## config.mk

```make
export PLATFORM = sky130hd
export DESIGN_NAME = fifo_stream_gen
export DESIGN_NICKNAME = d
export VERILOG_FILES = /design/src/rtl/fifo_gen_pkg.sv /design/src/rtl/fifo_gen_lfsr.sv /design/src/rtl/fifo_stream_gen.sv
export SDC_FILE = /design/constraint.sdc
export NUM_CORES = 1
export LEC_CHECK = 0
export CELL_PAD_IN_SITES_DETAIL_PLACEMENT = 1
export CELL_PAD_IN_SITES_GLOBAL_PLACEMENT = 2
export CORE_AREA = 5 5 182 140
export DETAILED_ROUTE_END_ITERATION = 10
export DIE_AREA = 0 0 187 145
export PLACE_DENSITY_LB_ADDON = 0.08
export SLEW_MARGIN = 20
export SYNTH_ARGS = -nofsm -noshare
export SYNTH_HDL_FRONTEND = slang
export SYNTH_SLANG_ARGS = --single-unit
```

## constraint.sdc

```tcl
create_clock -name w_clk -period 2.9 [get_ports w_clk]
set_input_delay 0.29 -clock w_clk [delete_from_list [all_inputs] [get_ports w_clk]]
set_output_delay 0.29 -clock w_clk [all_outputs]
set_load 0.1 [all_outputs]
```

## src/rtl/fifo_gen_pkg.sv

```systemverilog
`default_nettype none
// ============================================================================
// fifo_gen_pkg : shared types and constants for the FIFO write-side generator
// Revision     : 1.0
// ============================================================================
package fifo_gen_pkg;

   localparam logic [1:0]  MODE_INC  = 2'd0;
   localparam logic [1:0]  MODE_LFSR = 2'd1;
   localparam logic [1:0]  MODE_TBL  = 2'd2;
   localparam logic [1:0]  MODE_WALK = 2'd3;

   localparam logic [31:0] LFSR_TAPS = 32'h80200003;

   typedef enum logic [1:0] {
      ST_IDLE = 2'd0,
      ST_SEND = 2'd1,
      ST_GAP  = 2'd2,
      ST_DONE = 2'd3
   } gen_state_e;

   // One step of the right-shifting Galois LFSR.
   function automatic logic [31:0] lfsr_step(input logic [31:0] s);
      return (s >> 1) ^ (s[0] ? LFSR_TAPS : 32'h0);
   endfunction

endpackage
`default_nettype wire

```

## src/rtl/fifo_gen_lfsr.sv

```systemverilog
`default_nettype none
// ============================================================================
// fifo_gen_lfsr : 32-bit Galois LFSR, reloadable with SEED, exposes next state
// Revision      : 1.0
// ============================================================================
module fifo_gen_lfsr
   import fifo_gen_pkg::*;
#(
   parameter int          W    = 8,
   parameter logic [31:0] SEED = 32'h1
) (
   input  logic         w_clk,
   input  logic         w_rst_n,
   input  logic         load_i,
   input  logic         advance_i,
   output logic [W-1:0] next_o
);

   logic [31:0] state_q;
   logic [31:0] state_d;

   assign state_d = lfsr_step(state_q);
   assign next_o  = state_d[W-1:0];

   always_ff @(posedge w_clk or negedge w_rst_n) begin
      if (!w_rst_n) begin
         state_q <= SEED;
      end else if (load_i) begin
         state_q <= SEED;
      end else if (advance_i) begin
         state_q <= state_d;
      end
   end

endmodule
`default_nettype wire

```

## src/rtl/fifo_stream_gen.sv

```systemverilog
`default_nettype none
// ============================================================================
// fifo_stream_gen : programmable write-side traffic source for the dual-clock
//                   FIFO (patterns, length, gap, abort, stall/sent statistics)
// Revision        : 1.0
// ============================================================================
module fifo_stream_gen
   import fifo_gen_pkg::*;
#(
   parameter int          DATA_SIZE = 8,
   parameter int          LEN_W     = 16,
   parameter int          GAP_W     = 4,
   parameter int          TBL_DEPTH = 8,
   parameter int          CNT_W     = 16,
   parameter logic [31:0] SEED      = 32'h1,
   localparam int         TBL_AW    = $clog2(TBL_DEPTH)
) (
   input  logic                 w_clk,
   input  logic                 w_rst_n,
   input  logic                 start,
   input  logic                 abort,
   input  logic [1:0]           mode,
   input  logic [LEN_W-1:0]     len,
   input  logic [GAP_W-1:0]     gap,
   input  logic                 tbl_we,
   input  logic [TBL_AW-1:0]    tbl_addr,
   input  logic [DATA_SIZE-1:0] tbl_wdata,
   input  logic                 full,
   output logic                 w_en,
   output logic [DATA_SIZE-1:0] w_data,
   output logic                 busy,
   output logic                 done,
   output logic [LEN_W-1:0]     sent_cnt,
   output logic [CNT_W-1:0]     stall_cnt
);

   logic [DATA_SIZE-1:0] tbl_q [TBL_DEPTH];

   gen_state_e           state_q;
   logic [1:0]           mode_q;
   logic [LEN_W-1:0]     len_q;
   logic [GAP_W-1:0]     gap_q;
   logic [GAP_W-1:0]     gap_cnt_q;
   logic [LEN_W-1:0]     sent_q;
   logic [CNT_W-1:0]     stall_q;
   logic                 w_en_q;
   logic                 busy_q;
   logic                 done_q;
   logic [DATA_SIZE-1:0] data_q;

   logic                 start_ok;
   logic                 accept;
   logic [DATA_SIZE-1:0] lfsr_next;
   logic [1:0]           pat_mode;
   logic [LEN_W-1:0]     pat_idx;
   logic [DATA_SIZE-1:0] pat_lfsr;
   logic [DATA_SIZE-1:0] pat_d;

   assign start_ok = (state_q == ST_IDLE) && start && !abort;
   assign accept   = w_en_q && !full;

   fifo_gen_lfsr #(
      .W    (DATA_SIZE),
      .SEED (SEED)
   ) u_lfsr (
      .w_clk     (w_clk),
      .w_rst_n   (w_rst_n),
      .load_i    (start_ok),
      .advance_i (accept),
      .next_o    (lfsr_next)
   );

   // Pattern for the word presented after this edge: word 0 on start, else i+1.
   always_comb begin
      pat_mode = start_ok ? mode : mode_q;
      pat_idx  = start_ok ? '0 : sent_q + LEN_W'(1);
      pat_lfsr = start_ok ? SEED[DATA_SIZE-1:0] : lfsr_next;
      pat_d    = '0;
      case (pat_mode)
         MODE_INC:  pat_d = DATA_SIZE'(pat_idx);
         MODE_LFSR: pat_d = pat_lfsr;
         MODE_TBL:  pat_d = tbl_q[pat_idx[TBL_AW-1:0]];
         default:   pat_d = DATA_SIZE'(1) << (pat_idx % LEN_W'(DATA_SIZE));
      endcase
   end

   always_ff @(posedge w_clk) begin
      if (tbl_we && !busy_q) begin
         tbl_q[tbl_addr] <= tbl_wdata;
      end
   end

   always_ff @(posedge w_clk or negedge w_rst_n) begin
      if (!w_rst_n) begin
         state_q   <= ST_IDLE;
         mode_q    <= '0;
         len_q     <= '0;
         gap_q     <= '0;
         gap_cnt_q <= '0;
         sent_q    <= '0;
         stall_q   <= '0;
         w_en_q    <= 1'b0;
         busy_q    <= 1'b0;
         done_q    <= 1'b0;
         data_q    <= '0;
      end else begin
         done_q <= 1'b0;
         if (w_en_q && full && (stall_q != '1)) begin
            stall_q <= stall_q + CNT_W'(1);
         end
         if (accept) begin
            sent_q <= sent_q + LEN_W'(1);
         end
         case (state_q)
            ST_IDLE: begin
               if (start_ok) begin
                  mode_q  <= mode;
                  len_q   <= len;
                  gap_q   <= gap;
                  sent_q  <= '0;
                  stall_q <= '0;
                  data_q  <= pat_d;
                  if (len == '0) begin
                     state_q <= ST_DONE;
                     done_q  <= 1'b1;
                  end else begin
                     state_q <= ST_SEND;
                     w_en_q  <= 1'b1;
                     busy_q  <= 1'b1;
                  end
               end
            end
            ST_SEND: begin
               if (abort) begin
                  state_q <= ST_IDLE;
                  w_en_q  <= 1'b0;
                  busy_q  <= 1'b0;
               end else if (accept) begin
                  if (sent_q + LEN_W'(1) == len_q) begin
                     state_q <= ST_DONE;
                     w_en_q  <= 1'b0;
                     busy_q  <= 1'b0;
                     done_q  <= 1'b1;
                  end else begin
                     data_q <= pat_d;
                     if (gap_q != '0) begin
                        state_q   <= ST_GAP;
                        gap_cnt_q <= gap_q;
                        w_en_q    <= 1'b0;
                     end
                  end
               end
            end
            ST_GAP: begin
               if (abort) begin
                  state_q <= ST_IDLE;
                  busy_q  <= 1'b0;
               end else if (gap_cnt_q == GAP_W'(1)) begin
                  state_q <= ST_SEND;
                  w_en_q  <= 1'b1;
               end else begin
                  gap_cnt_q <= gap_cnt_q - GAP_W'(1);
               end
            end
            default: begin
               state_q <= ST_IDLE;
            end
         endcase
      end
   end

   assign w_en      = w_en_q;
   assign w_data    = data_q;
   assign busy      = busy_q;
   assign done      = done_q;
   assign sent_cnt  = sent_q;
   assign stall_cnt = stall_q;

endmodule
`default_nettype wire

```

# Word level (Yosys, flattened, before mapping)
# Memory sizes are Yosys's and may differ from the RTL's.
# Index checks and enable logic that the tools add are counted.
dict set report totals {
  inputBits 39
  register_bits 103
  output_inout_bits 43
  mem_bits_ro 0
  mem_bits_rw 64
  latchBits 0
  n_memories 1
}
# name words word_bits read_ports rd_ports_with_merged_regs wr line
set memory_table {}
lappend memory_table {tbl_q 8 8 1 0 1 fifo_stream_gen.sv:37} ;# logic [DATA_SIZE-1:0] tbl_q [TBL_DEPTH];
dict set report op_classes {
  n_lt_le_gt_ge 0
  multipliers 0
  addsub 3
  div 0
  shifts 1
  n_reduce_logical 23
  n_bitwise 1
  mux 56
  eq_ne 21
}
# cell count
set op_table {}
lappend op_table {{$mux 16} 6}
lappend op_table {{$mux 32} 3}
lappend op_table {{$mux 8} 6}
lappend op_table {{$add 16x1->16 const B} 2}
lappend op_table {{$xor 31x32->32} 1}
lappend op_table {{$mux 4} 6}
lappend op_table {{$pmux 8 s3} 1}
lappend op_table {{$ne 2x2->1 const B} 10}
lappend op_table {{$mux 1} 19}
lappend op_table {{$mux 2} 9}
lappend op_table {{$eq 16x16->1} 1}
lappend op_table {{$logic_not 16->1} 1}
lappend op_table {{$ne 16x16->1 const B} 1}
lappend op_table {{$pmux 8 s2} 1}
lappend op_table {{$reduce_and 7->1} 2}
lappend op_table {{$ne 3x3->1 const B} 3}
lappend op_table {{$pmux 4 s2} 1}
lappend op_table {{$shl 1x3->8 const A} 1}
lappend op_table {{$logic_and 1x1->1} 6}
lappend op_table {{$pmux 1 s3} 2}
lappend op_table {{$pmux 2 s3} 1}
lappend op_table {{$reduce_and 6->1} 1}
lappend op_table {{$reduce_bool 2->1} 3}
lappend op_table {{$reduce_and 5->1} 1}
lappend op_table {{12 further kinds} 17}

# Depth between registers and ports, before layout
# Gate-level depths: netlist of the first run.
dict set report logic_depth {
  ltp_word 10
  depth_mapped 12
  depth_no_buf 9
}

# By module
# From an unflattened synthesis of the first run, not the netlist that was laid out.
dict set report hier_totals {
  hier_cells 788
  area_unflattened_um2 8451.9
}
# module area_each_um2 n_inst cells_each
set by_module_without_submodules {}
lappend by_module_without_submodules {fifo_stream_gen 7021.7 1 671}
lappend by_module_without_submodules {fifo_gen_lfsr 1430.1 1 117}

# Worst setup path before layout of the first run
# OpenSTA, ideal clock, no wires.
dict set report synth_timing {
  kind {reg-to-reg}
  startpoint {reg sent_q[1], in the netlist sent_cnt[1]}
  endpoint {reg data_q[1], in the netlist w_data[1]}
  slack_ps -445
  path_stages_with_launch 11
  setup_ps 125
  t_arrival_ps 3220
  n_path_buf 2
  period_less_slack_ps 3345
  t_required_ps 2775
  path_cell_list {dfrtp_1 > ha_1 > clkbuf_8 > and4_2 > buf_6 > nand4_1 > xnor2_1 > nor4_4 > nand4_4 > a21oi_4 > mux2_4}
}
dict set report synth_via {
  elab_chain_cells 8
  elab_cells_between_ends 13
}
# item line
set synth_rtl {}
lappend synth_rtl {{start, declared} fifo_stream_gen.sv:44} ;# logic [LEN_W-1:0] sent_q;
lappend synth_rtl {{start signal, assigned} fifo_stream_gen.sv:112} ;# sent_q <= sent_q + LEN_W'(1);
lappend synth_rtl {{$add 16x1->16 (*)} fifo_stream_gen.sv:139} ;# if (sent_q + LEN_W'(1) == len_q) begin
lappend synth_rtl {{$mux 8} fifo_stream_gen.sv:76} ;# pat_idx = start_ok ? '0 : sent_q + LEN_W'(1);
lappend synth_rtl {{$mem_v2 8x8 / $shl 1x3->8 (equally long branches)} --}
lappend synth_rtl {{$pmux 8 s3} fifo_stream_gen.sv:79} ;# case (pat_mode)
lappend synth_rtl {{$mux 8} fifo_stream_gen.sv:139}
lappend synth_rtl {{$mux 8} fifo_stream_gen.sv:138} ;# end else if (accept) begin
lappend synth_rtl {{$mux 8} fifo_stream_gen.sv:134} ;# if (abort) begin
lappend synth_rtl {{$pmux 8 s2} fifo_stream_gen.sv:114} ;# case (state_q)
lappend synth_rtl {{end signal, assigned} fifo_stream_gen.sv:122} ;# data_q <= pat_d;
lappend synth_rtl {{end signal, assigned} fifo_stream_gen.sv:145} ;# data_q <= pat_d;
lappend synth_rtl {{end, declared} fifo_stream_gen.sv:49} ;# logic [DATA_SIZE-1:0] data_q;
# Every way passes the cells marked *; elsewhere a longest branch is shown, timed or not. The select of a mux whose other input is x is not followed.
# A chain may end at the register's enable or synchronous reset.

# Worst setup path in the final report of the first run
dict set report layout_timing {
  startpoint {reg sent_q[0], in the netlist sent_cnt[0]}
  endpoint {reg w_en_q, in the netlist w_en}
}
dict set report layout_via {
  elab_chain_cells 6
  elab_cells_between_ends 8
}
# item line
set layout_rtl {}
lappend layout_rtl {{$add 16x1->16 (*)} fifo_stream_gen.sv:139}
lappend layout_rtl {{$eq 16x16->1 (*)} fifo_stream_gen.sv:139}
lappend layout_rtl {{$mux 1} fifo_stream_gen.sv:139}
lappend layout_rtl {{$mux 1} fifo_stream_gen.sv:138}
lappend layout_rtl {{$mux 1} fifo_stream_gen.sv:134}
lappend layout_rtl {{$pmux 1 s3} fifo_stream_gen.sv:114}
lappend layout_rtl {{end signal, assigned} fifo_stream_gen.sv:136} ;# w_en_q <= 1'b0;
lappend layout_rtl {{end signal, assigned} fifo_stream_gen.sv:141} ;# w_en_q <= 1'b0;
lappend layout_rtl {{end signal, assigned} fifo_stream_gen.sv:149} ;# w_en_q <= 1'b0;
lappend layout_rtl {{end, declared} fifo_stream_gen.sv:46} ;# logic w_en_q;
# Marks and branches as above.

==> impl_metrics.toml, run 1 <==
[critical_path]
worstPathArrival_ns = 3.01
start_kind = "flop"
max_stage_delay_ns = 0.47
endpoint_kind = "flop"
crit_chain = "ha_4, nand4_4, nor4_4, xnor2_1, nor4_4, nand4_4, a221oi_2, mux2_2"
cp_num_buf_inv = 0
crit_slowest_cell = "dfrtp_4"
path_class = "reg -> reg"
crit_path_start = "sent_cnt[0]"
timing.rr.start = "sent_cnt[0]"
crit_path_max_fanout = 10
crit_family = "simple AND/OR/NAND/NOR gates"
required_ns = 3.22

[pwr]
pwr-share-clk = 0.246
p_leak_nw = 4.27
power_mw = 10.1
seqPwrFrac = 0.333
max-vdd-ir-drop_mv = 0.415
switching_share = 0.423
pwr-share-comb = 0.421
power_switching_mw = 4.27
power-per-cell-area_mw_per_mm2 = 976
intPower_mw = 5.81

[route]
routedWlPerCell_um = 20.2
drt_pass1_iterations = 5
ant_nets = 0
routed_via_density = 5.38
via_count = 6760
wl_mm = 25.4
drc = 0
first_iter_violations = 460

[placed_design]
placed_cells_incl_taps = 1222
gp_congestion = 0.827
dp_slack_ns = 0.0278
dpl.hpwl_mm = 18.4
io_buffers = 81
postPlaceCellArea_mm2 = 0.00966

[synth]
ys_seq_area_frac = 0.528
syn_area_per_cell_um2 = 10.1
ys_types = 76
syn-num-nets = 894
syn_inst = 847
syn_area_mm2 = 0.00853
synth_edf_count = 64
ys.flop_type = "dfrtp_1"
ys_async_sr_fraction = 0.617
synth-seq-cells = 167
yosysWarnings = 0

[grt]
grt_usage = 0.187
grt-ovfl-total = 0
antenna_found_initial = 0
grt_max_degree = 72
grt_pass1_wl_mm = 40.6
grt_pass1_vias = 7094

[clock_tree]
cts_root_buf = "clkbuf_16"
clk_latency_ns = 0.44
clk_pin_slew_ns = 0.07
htree_levels = 4
cts_buffers = 17
cts_tree = "yes"
clockBufferDepth = 2
clock-sinks = 167

[floorplan]
ioPinCount = 82
die_area_mm2 = 0.0271
die_h_um = 145
initial_core_util = 0.362
core-area_mm2 = 0.0235
num_rows = 49
fp.dieW_um = 187

[sta]
setup_viol = 0
rsz0062_at_grt = "no"
timing.slew.headroom = 0.497
fin_crit_sh = 0.926
holdWs_ns = 0.361
fmax_mhz = 372
post-route-min-period_ns = 2.69
fin_worst_skew_ns = 0.00816
worst_slew_pin_slew_ns = 0.751
tns_ns = 0
hold_viol_final = 0
drv_slew = 0
worst_slack_ns = 0.213

[layout]
stdcell_count = 1256
seqCellArea_mm2 = 0.00452
multi_input_area_mm2 = 0.00368
layout_common_cells = "nand2_1 (164), dfrtp_1 (90), buf_4 (79), nor2_1 (67), edfxtp_1 (64)"
postLayoutCellArea_mm2 = 0.0103
postLayoutCoreUtil = 0.439
diodes = 0
layout-drive-gt1-share = 0.166
mostFrequentLayoutCell = "nand2_1"
final_nets = 984
nFillCells = 2664
area_growth_syn_to_layout_pct = 21.1

[flow_run]
cap_violations = 0

[worst_hold_path]
hold_path_class = "in -> async"

[run_status]
status = "finished clean"
[power groups by stage]
stage	clock network, mW	registers [mW]	logic, mW
global route	2.64	3.42	4.60
finish	2.48	3.36	4.25
CTS	2.53	3.36	4.25
global placement	0	3.37	4.14
floorplan	0	3.95	2.35
detailed placement	0	3.40	4.22
[sequential cells by signal (all words and copies together), names as in the netlist]
| name | flops |
|---|---|
| tbl_q | 64 |
| u_lfsr.state_q | 32 |
| len_q | 16 |
| sent_cnt | 16 |
| stall_cnt | 16 |
| w_data | 8 |
| gap_cnt_q | 4 |
| gap_q | 4 |
| mode_q | 2 |
| state_q | 2 |
| busy | 1 |
| done | 1 |
| w_en | 1 |
[repair_timing]
action,in CTS,in global routing
endpoints found under the hold margin,32,0
endpoints found under the setup margin,0,11
setup buffers,0,1
hold buffers,1,0
gates resized for setup,0,2
[routing by layer]
| metal | GRT usage | part of all wire | vias up |
|---|---|---|---|
| met5 | 0 | 0 | - |
| met2 | 0.287 | 0.45 | 103 |
| met4 | 0.0362 | 0.0069 | 0 |
| li1 | - | - | 3184 |
| met3 | 0.0411 | 0.035 | 11 |
| met1 | 0.275 | 0.51 | 3462 |
[cells by family after synthesis]
group                    synth area share
AND/OR/NAND/NOR                     0.204
buffers and inverters              0.0443
AO/OA/AOI/OAI                       0.127
adder cells (fa/ha/maj)            0.0117
XOR/XNOR                           0.0540
multiplexers                       0.0313
flip-flops                          0.528
[cell usage after synthesis (3+ instances only)]
cell / number / share of area
nand2_1: 164 / 0.072
dfrtp_1: 102 / 0.30
nor2_1: 67 / 0.029
edfxtp_1: 64 / 0.23
a21oi_1: 60 / 0.035
o21ai_0: 34 / 0.020
clkbuf_1: 27 / 0.012
xor2_1: 27 / 0.028
inv_1: 25 / 0.011
xnor2_1: 23 / 0.024
nand3_1: 21 / 0.012
nor3_1: 21 / 0.012
nand2b_1: 13 / 0.0095
mux2i_1: 12 / 0.014
nand4_1: 12 / 0.0088
nor2b_1: 12 / 0.0088
a211oi_1: 11 / 0.0097
ha_1: 8 / 0.012
or3_1: 8 / 0.0059
buf_1: 7 / 0.0031
nor4_1: 7 / 0.0051
o22ai_1: 7 / 0.0051
and4_1: 6 / 0.0062
clkbuf_8: 6 / 0.0097
mux2_4: 6 / 0.011
nand3b_1: 6 / 0.0053
and3_1: 5 / 0.0037
buf_6: 5 / 0.0066
o221ai_1: 5 / 0.0051
o31ai_1: 5 / 0.0044
o211ai_1: 4 / 0.0035
a221oi_1: 3 / 0.0031
a22oi_1: 3 / 0.0026
mux2_2: 3 / 0.0040
nand4_4: 3 / 0.0075
o21bai_1: 3 / 0.0026
[final cells by class]
cell class,count,area share
Clock buffer,19,0.0439
Clock inverter,13,0.0177
Inverter,25,0.00909
Multi-Input combinational cell,607,0.356
Sequential cell,167,0.438
Tap cell,306,0.0371
Timing Repair Buffer,119,0.0981
[final timing paths]
check / endpoint / slack (ns) / cells past startpoint
setup reg to reg: w_en / 0.21 / 8
hold reg to reg: len_q[11] / 0.50 / 2
hold / removal: sent_cnt[6] / 0.36 / 2
setup / recovery: w_en / 0.21 / 8
min in group w_clk: gap_q[0] / 0.40 / 3
max in group asynchronous: u_lfsr.state_q[0] / 1.72 / 3
Note: power is estimated with default switching activity, not from simulation.
==> run 2: changes to the inputs <==
SETUP_SLACK_MARGIN = 0.2   (was default)
==> impl_metrics.toml, run 2 (synthesized netlist as in run 1, its figures left out) <==
[route]
via_count = 6843
ant_nets = 0
routedWlPerCell_um = 20.1
routed_via_density = 5.36
first_iter_violations = 469
wl_mm = 25.7
drc = 0
drt_pass1_iterations = 7

[sta]
fin_crit_sh = 0.922
post-route-min-period_ns = 2.67
rsz0062_at_grt = "yes"
fmax_mhz = 374
drv_slew = 0
timing.slew.headroom = 0.563
fin_worst_skew_ns = 0.00918
tns_ns = 0
hold_viol_final = 0
setup_viol = 0
worst_slew_pin_slew_ns = 0.650
worst_slack_ns = 0.227

[layout]
reg.largest.list = "tbl_q x64, u_lfsr.state_q x32"
layout_common_cells = "nand2_1 (164), buf_4 (98), dfrtp_1 (88), nor2_1 (66), edfxtp_1 (64)"
area_growth_syn_to_layout_pct = 23.8
largest_register_ff_count = 64
mostFrequentLayoutCell = "nand2_1"
layout-drive-gt1-share = 0.197
final_nets = 1005
largest_register = "tbl_q"
diodes = 0

[pwr]
switching_share = 0.428
intPower_mw = 5.79
pwr-share-comb = 0.439
power-per-cell-area_mw_per_mm2 = 960
max-vdd-ir-drop_mv = 0.443
p_leak_nw = 4.37
pwr-share-clk = 0.230
power_switching_mw = 4.34
seqPwrFrac = 0.331

[floorplan]
ioPinCount = 82
core-area_mm2 = 0.0235
die_h_um = 145
fp.dieW_um = 187
initial_core_util = 0.362
num_rows = 49
die_area_mm2 = 0.0271

[critical_path]
worstPathArrival_ns = 2.99
crit_path_max_fanout = 7
max_stage_delay_ns = 0.47
ff2ff_path_depth = 9
endpoint = "w_en"
crit_slowest_cell = "dfrtp_4"
timing.rr.start = "sent_cnt[0]"
crit_family = "simple AND/OR/NAND/NOR gates"
crit_path_start = "sent_cnt[0]"
cp_num_buf_inv = 1
path_class = "reg -> reg"
r2r_slack_ns = 0.23
crit_chain = "ha_4, buf_12, and3_2, a21oi_1, a311oi_1, and4_2, nand4_4, a221oi_2, mux2_4"
endpoint_kind = "flop"
required_ns = 3.21
start_kind = "flop"
cp.depth = 9
worstReg2RegEnd = "w_en"

[grt]
grt_pass1_wl_mm = 41.0
grt-ovfl-total = 0
grt_max_degree = 46
grt_pass1_vias = 7180
grt_usage = 0.189
antenna_found_initial = 0

[worst_hold_path]
hold_path_class = "in -> async"

[clock_tree]
cts_root_buf = "clkbuf_16"
clockBufferDepth = 2
clk_pin_slew_ns = 0.07
clk_latency_ns = 0.43
clock-sinks = 167
htree_levels = 4
cts_buffers = 17
cts_tree = "yes"

[placed_design]
dpl.hpwl_mm = 18.4
io_buffers = 81
dp_slack_ns = 0.0913
gp_congestion = 0.847

[run_status]
status = "finished clean"

[flow_run]
cap_violations = 0
[run 2: cell count changes in the layout (fill, tap and decap cells not counted), sizes merged]
cell,previous run,this run
clkbuf,19,18
bufinv,3,2
buf,81,102
clkinvlp,0,2
[run 2: worst min-delay path by stage]
stage          startpoint        end  slack (ns)
4_1_cts           w_rst_n  w_data[7]        0.37
2_1_floorplan     w_rst_n       busy      -0.006
3_5_place_dp      w_rst_n  w_data[6]        0.29
3_3_place_gp      w_rst_n  w_data[6]        0.28
6_report          w_rst_n  w_data[7]        0.37
5_1_grt           w_rst_n  w_data[7]        0.42
[run 2: metal layers]
| metal | GRT usage | part of all wire | vias up |
|---|---|---|---|
| met2 | 0.289 | 0.46 | 124 |
| met1 | 0.282 | 0.50 | 3468 |
| li1 | - | - | 3232 |
| met3 | 0.0348 | 0.037 | 19 |
| met5 | 0 | 0 | - |
| met4 | 0.0392 | 0.0080 | 0 |
[run 2: cell type report]
class                      count  area, µm²
multi-input combinational    607       3750
sequential                   167       4540
inverter                      25       93.8
clock buffer                  18        429
tap                          306        383
fill                        2614      13000
clock inverter                14        164
timing repair buffer         140       1200
[run 2: power by group through the flow]
stage | clock [mW] | sequential, mW | combinational (mW)
2_1_floorplan | 0 | 3.96 | 2.37
3_3_place_gp | 0 | 3.39 | 4.15
3_5_place_dp | 0 | 3.41 | 4.23
4_1_cts | 2.40 | 3.37 | 4.29
5_1_grt | 2.50 | 3.41 | 4.84
6_report | 2.33 | 3.35 | 4.44
[run 2: worst reg2reg max path, stage by stage, from the launching register on]
cell and delay (ns):
dfrtp_4 0.47, ha_4 0.17, buf_12 0.11, and3_2 0.24, a21oi_1 0.08, a311oi_1 0.30, and4_2 0.33, nand4_4 0.18
a221oi_2 0.37, mux2_4 0.33
[run 2: metrics by stage]
stage | hold slack, ns | area (µm²) | power, mW | cells | utilization
after floorplan | -0.00559 | 8610 | 6.33 | 847 | -
after global placement | 0.281 | 9680 | 7.54 | 1219 | 0.411
after detailed placement | 0.286 | 9680 | 7.64 | 1219 | 0.411
after CTS | 0.370 | 10300 | 10.1 | 1253 | 0.438
after global routing | 0.420 | 10600 | 10.7 | 1277 | 0.448
final | 0.371 | 10600 | 10.1 | 1277 | 0.448
[run 2: what timing repair did]
action	4_1_cts	5_1_grt
cloned	0	0
endpoints found under the hold margin	32	0
resized for setup	2	11
hold buffers	1	0
buffers inserted	1	24
endpoints found under the setup margin	9	14
pin swaps	1	15
